File: config.mk
export PLATFORM = sky130hd
export DESIGN_NAME = fwd_hazard_unit
export DESIGN_NICKNAME = d
export VERILOG_FILES = /design/src/rtl/fwd_hazard_unit.sv
export SDC_FILE = /design/constraint.sdc
export NUM_CORES = 1
export LEC_CHECK = 0
export BUFFER_PORTS_ARGS = -buffer_cell sky130_fd_sc_hd__buf_2
export CORE_MARGIN = 2
export CORE_UTILIZATION = 40
export CTS_BUF_LIST = sky130_fd_sc_hd__clkbuf_16
export CTS_CLUSTER_DIAMETER = 150
export DETAILED_ROUTE_END_ITERATION = 8
export PLACE_DENSITY = 0.64
export REMOVE_ABC_BUFFERS = 1
export SLEW_MARGIN = 10
export SYNTH_ARGS = -nofsm -noshare
export SYNTH_HDL_FRONTEND = slang
export SYNTH_SLANG_ARGS = --single-unit
File: constraint.sdc
create_clock -name clk -period 1.85 [get_ports clk]
set_input_delay 0.0925 -clock clk [delete_from_list [all_inputs] [get_ports clk]]
set_output_delay 0.0925 -clock clk [all_outputs]
set_load 0.005 [all_outputs]
File: src/rtl/fwd_hazard_unit.sv
// ---------------------------------------------------------------------------
// fwd_hazard_unit
//
// Forwarding and load-use hazard unit sitting just upstream of the operand
// stage. A two-entry scoreboard remembers the destination of the instruction
// one ahead (result on alu_i) and two ahead (result on wb_i, or mem_i for a
// load). An instruction three ahead has written the write-before-read
// register file, so it needs no tracking.
//
// Ports
//   clk          rising-edge clock
//   rst          asynchronous, active-low reset
//   id_valid_i   instruction presented to the operand stage is valid
//   rs1_i/rs2_i  source register indices
//   rs1_used_i   instruction reads rs1
//   rs2_used_i   instruction reads rs2
//   rd_i         destination register index
//   rd_we_i      instruction writes rd
//   is_load_i    instruction is a load
//   flush_i      kill the instruction in the operand stage (taken branch/jump)
//   A1_sel_o     operand 1 select: 00 regfile, 01 alu_i, 10 wb_i, 11 mem_i
//   B1_sel_o     operand 2 select, same encoding
//   stall_o      hold PC/decode and insert a bubble (load-use)
//   stall_cnt_o  saturating count of stall cycles
// ---------------------------------------------------------------------------
module fwd_hazard_unit #(
  parameter int unsigned CNT_W  = 16,
  parameter int unsigned REG_AW = 5
) (
  input  logic              clk,
  input  logic              rst,
  input  logic              id_valid_i,
  input  logic [REG_AW-1:0] rs1_i,
  input  logic [REG_AW-1:0] rs2_i,
  input  logic              rs1_used_i,
  input  logic              rs2_used_i,
  input  logic [REG_AW-1:0] rd_i,
  input  logic              rd_we_i,
  input  logic              is_load_i,
  input  logic              flush_i,
  output logic [1:0]        A1_sel_o,
  output logic [1:0]        B1_sel_o,
  output logic              stall_o,
  output logic [CNT_W-1:0]  stall_cnt_o
);

  localparam logic [1:0] SEL_RF  = 2'b00;
  localparam logic [1:0] SEL_ALU = 2'b01;
  localparam logic [1:0] SEL_WB  = 2'b10;
  localparam logic [1:0] SEL_MEM = 2'b11;

  typedef struct packed {
    logic              v;
    logic [REG_AW-1:0] rd;
    logic              we;  // already qualified with rd != x0
    logic              ld;
  } slot_t;

  slot_t            s1_q, s2_q;
  slot_t            s1_d;
  logic [CNT_W-1:0] cnt_q;

  logic s1_hit_rs1, s1_hit_rs2, s2_hit_rs1, s2_hit_rs2;

  // -------------------------------------------------------------------------
  // Hit detection against the registered slots
  // -------------------------------------------------------------------------
  assign s1_hit_rs1 = rs1_used_i & id_valid_i & s1_q.v & s1_q.we
                    & (s1_q.rd == rs1_i) & (rs1_i != '0);
  assign s1_hit_rs2 = rs2_used_i & id_valid_i & s1_q.v & s1_q.we
                    & (s1_q.rd == rs2_i) & (rs2_i != '0);
  assign s2_hit_rs1 = rs1_used_i & id_valid_i & s2_q.v & s2_q.we
                    & (s2_q.rd == rs1_i) & (rs1_i != '0);
  assign s2_hit_rs2 = rs2_used_i & id_valid_i & s2_q.v & s2_q.we
                    & (s2_q.rd == rs2_i) & (rs2_i != '0);

  // A load one ahead has no result yet: wait one cycle, after which the load
  // sits in S2 and its data is on mem_i. A flush kills the consumer, so there
  // is nothing to wait for.
  assign stall_o = (s1_hit_rs1 | s1_hit_rs2) & s1_q.ld & ~flush_i;

  // Youngest producer wins. An S1 load hit (only reachable under flush) falls
  // through to the S2 check.
  function automatic logic [1:0] fwd_sel(input logic hit1, input logic hit2);
    logic [1:0] sel;
    sel = SEL_RF;
    if (hit1 && !s1_q.ld) sel = SEL_ALU;
    else if (hit2)        sel = s2_q.ld ? SEL_MEM : SEL_WB;
    return sel;
  endfunction

  always_comb begin
    // NOTE: every always_comb output gets a default first so no path leaves
    // it unassigned; otherwise synthesis infers a latch.
    A1_sel_o = SEL_RF;
    B1_sel_o = SEL_RF;
    if (!stall_o) begin
      A1_sel_o = fwd_sel(s1_hit_rs1, s2_hit_rs1);
      B1_sel_o = fwd_sel(s1_hit_rs2, s2_hit_rs2);
    end
  end

  // -------------------------------------------------------------------------
  // Next S1 entry: a bubble whenever nothing real advances out of the stage
  // -------------------------------------------------------------------------
  always_comb begin
    // NOTE: combinational blocks use blocking '=' so later statements see the
    // value just computed; clocked blocks below use '<=' only.
    s1_d = '0;
    if (id_valid_i && !flush_i && !stall_o) begin
      s1_d.v  = 1'b1;
      s1_d.rd = rd_i;
      s1_d.we = rd_we_i & (rd_i != '0);
      s1_d.ld = is_load_i;
    end
  end

  // -------------------------------------------------------------------------
  // Scoreboard and stall counter
  // -------------------------------------------------------------------------
  // NOTE: the slots are control state (valid bits decide hazards), so they
  // take the asynchronous reset; there is no storage array here that would
  // be left unreset.
  always_ff @(posedge clk or negedge rst) begin
    if (!rst) begin
      s1_q  <= '0;
      s2_q  <= '0;
      cnt_q <= '0;
    end else begin
      s2_q <= s1_q;
      s1_q <= s1_d;
      if (stall_o && (cnt_q != {CNT_W{1'b1}}))
        cnt_q <= cnt_q + 1'b1;
    end
  end

  assign stall_cnt_o = cnt_q;

endmodule

==> flow_summary.ini <==
[detailed_routing]
drc = 0
wirelength_um = 3850
vias_per_cell = 5.03
wl_per_cell_um = 14.2
drtPass1Iterations = 4
ant_nets = 0
drt_iter0_drc = 65
vias = 1369

[power_and_ir_drop]
seqPwrFrac_pct = 41.3
power_per_cell_area_mw_per_mm2 = 728
switching_share_pct = 20.0
switching_power_uw = 352
p_leak_nw = 1.20
p_int_mw = 1.41
p_comb_share_pct = 7.5
p_clk_share_pct = 51.2
ir_drop_v = 0.000699
total_power_mw = 1.76

[critical_path]
crit_buf_inv = 3
reg2regPathDepth = 9
cp_num_cells = 9
r2r_setup_slack_ns = -0.15
slowest_stage = dfrtp_2
path_class = flip-flop to flip-flop
required_ns = 2.01
critPathMaxFanout = 7
path_cells = xnor2_2 -> nand4_1 -> nor4_2 -> buf_4 -> buf_6 -> o211a_4 -> buf_12 -> nand3_4 -> xnor2_2
rr_endpoint = stall_cnt_o[13]
end_kind = flip-flop
crit_top_cell = xnor2_2
max_stage_delay_ns = 0.44
start_kind = flip-flop
cp.arrival_ns = 2.16
cp_top_family = buffers and inverters
timing.rr.start = s1_q[3]

[finish]
post-route-util_pct = 64.8
fin_area_mm2 = 0.00242
fin_cells = 272
final_cell_mix = 43 x buf_2, 31 x dfrtp_1, 23 x buf_4
area_growth_syn_to_layout_pct = 51.9
drive_gt1_share_pct = 48.7
final_common_cell = buf_2
nNetsFinal = 247
antenna_cells = 0

[sta]
max-slew-margin-rel_pct = 51.8
fin_crit_ns = 2.00
slew_viol_final = 0
setup_tns_ns = -1.56
skew_ns = 0.00526
timing.fmax_mhz = 500
setup_slack_ns = -0.151
finalHoldViolations = 0
post-route-period-util_pct = 108
rsz0062_at_grt = true
setup_viol_count_final = 21
worst_slew_pin_slew_ns = 0.720

[clock_network]
clock_path_buffers = 2
cts_root_buf = clkbuf_16
clock-sinks = 32
clock_latency_ns = 0.28
cts_htree_levels = 2
path_clk_slew_ns = 0.05
cts_made_buffers = 5
cts_tree = built

[floorplan]
core_mm2 = 0.00374
die_x_um = 67.2
ios = 44
dieArea_mm2 = 0.00451
num_rows = 22
start_util_pct = 42.6
fp.dieH_um = 67.2

[yosys]
postSynthCellCount = 145
ys_seq_elements = 32
ys_types = 30
synth_seq_area_share_pct = 50.2
syn_avg_cell_area_um2 = 11.0
syn_area_mm2 = 0.00160
yosysWarnings = 0

[placement]
gp_congestion = 0.829
place_inst = 253
hpwl_um = 2690
io_buffers = 43
postPlaceCellArea_mm2 = 0.00200

[grt]
gr-total-overflow = 0
antenna_found_initial = 0
grt_max_degree = 33
grt_pass1_wl_um = 6040
track_usage_pct = 18.4
grt_pass1_vias = 1359

[min_path]
holdPathStages = 2
worstHoldStart = is_load_i
hp-class = input pin to flip-flop
hold-path-endpoint = s1_q[0]

[run]
max_cap_viol_count = 0

[run_status]
failed_checks = setup timing
status = finished, violations left
## repair_timing
item	CTS	global route
hold endpoints to repair	32	0
buffers inserted	8	3
hold buffers	1	0
endpoints found under the setup margin	19	28
pin swaps	20	18
gates resized for setup	16	25
gates cloned	0	0
## power by group through the flow
stage / logic [mW] / registers, mW / clock network [mW]
finish: 0.132 / 0.729 / 0.903
global route: 0.145 / 0.730 / 0.962
CTS: 0.124 / 0.728 / 0.922
detailed placement: 0.119 / 0.740 / 0
global placement: 0.113 / 0.739 / 0
floorplan: 0.0465 / 0.737 / 0
## sequential cells by signal, indices dropped and copies added, names as in the netlist
register,cells
s1_q,8
stall_cnt_o,16
s2_q,8
## routing by layer
layer	vias to the layer above	track usage, %	routed length [um]	share of wire, %
met5	-	0	0	0
met4	0	7.40	61	1.6
met3	9	6.17	202	5.2
met2	43	30.7	1890	49
met1	654	21.8	1700	44
li1	663	-	-	-
## logic make-up (layout without fill, tap and decap cells)
group	Yosys count	count (layout)	synth area share (%)
and+or+nand+nor	59	59	21.4
xor gates and xnor gates	34	34	18.7
DFF	32	32	50.2
AOI/OAI and AO/OA	13	13	6.11
buffers and inverters	4	83	1.49
muxes	2	2	1.41
adders and majority gates	1	1	0.784
## how the worst max path moves through the flow
stage | slack [ns] | endpoint | start
finish | -0.15 | stall_cnt_o[13] | s1_q[3]
CTS | -0.03 | A1_sel_o[0] | s1_q[6]
global route | -0.28 | stall_cnt_o[13] | s1_q[3]
floorplan | -0.07 | stall_cnt_o[12] | s1_q[2]
global placement | -0.03 | s1_q[1] | rs1_i[1]
detailed placement | -0.1 | stall_cnt_o[1] | s1_q[3]
## cell usage after synthesis, drive strengths merged
cell type  count  share of area (%)
nand2b         1               0.39
ha             1               0.78
nand4b         1               0.55
a21oi          4                1.3
buf            2                1.0
and2           6                2.4
nor2           7                1.6
and4           1               0.55
nand2          9                2.1
nand3b         1               0.47
nand4          7                2.7
and3           4                1.6
dfrtp         32                 50
inv            2               0.47
or4            3                1.4
nor2b          1               0.39
xnor2         26                 14
nor4           2                1.6
mux2           2                1.4
o311a          1               0.63
or3            1               0.39
nor3           4                1.3
o211a          1                1.1
o211ai         2                1.6
xor2           8                4.4
o21ai          5                1.6
and3b          1               0.55
nand3         10                3.4
## metrics by stage
step	worst slack [ns]	hold WS, ns
finish	-0.151	0.0478
global route	-0.281	0.0496
CTS	-0.0302	0.0243
detailed placement	-0.0966	0.183
global placement	-0.0268	0.161
floorplan	-0.0690	-0.203
## final cells by class
class	count	area, um2
Timing Repair Buffer	73	474
Multi-Input combinational cell	109	917
Sequential cell	32	802
Inverter	2	7.51
Tap cell	48	60.1
Clock buffer	5	125
Fill cell	317	1320
Clock inverter	3	38.8
No activity file was read; power rests on OpenSTA's default activity.
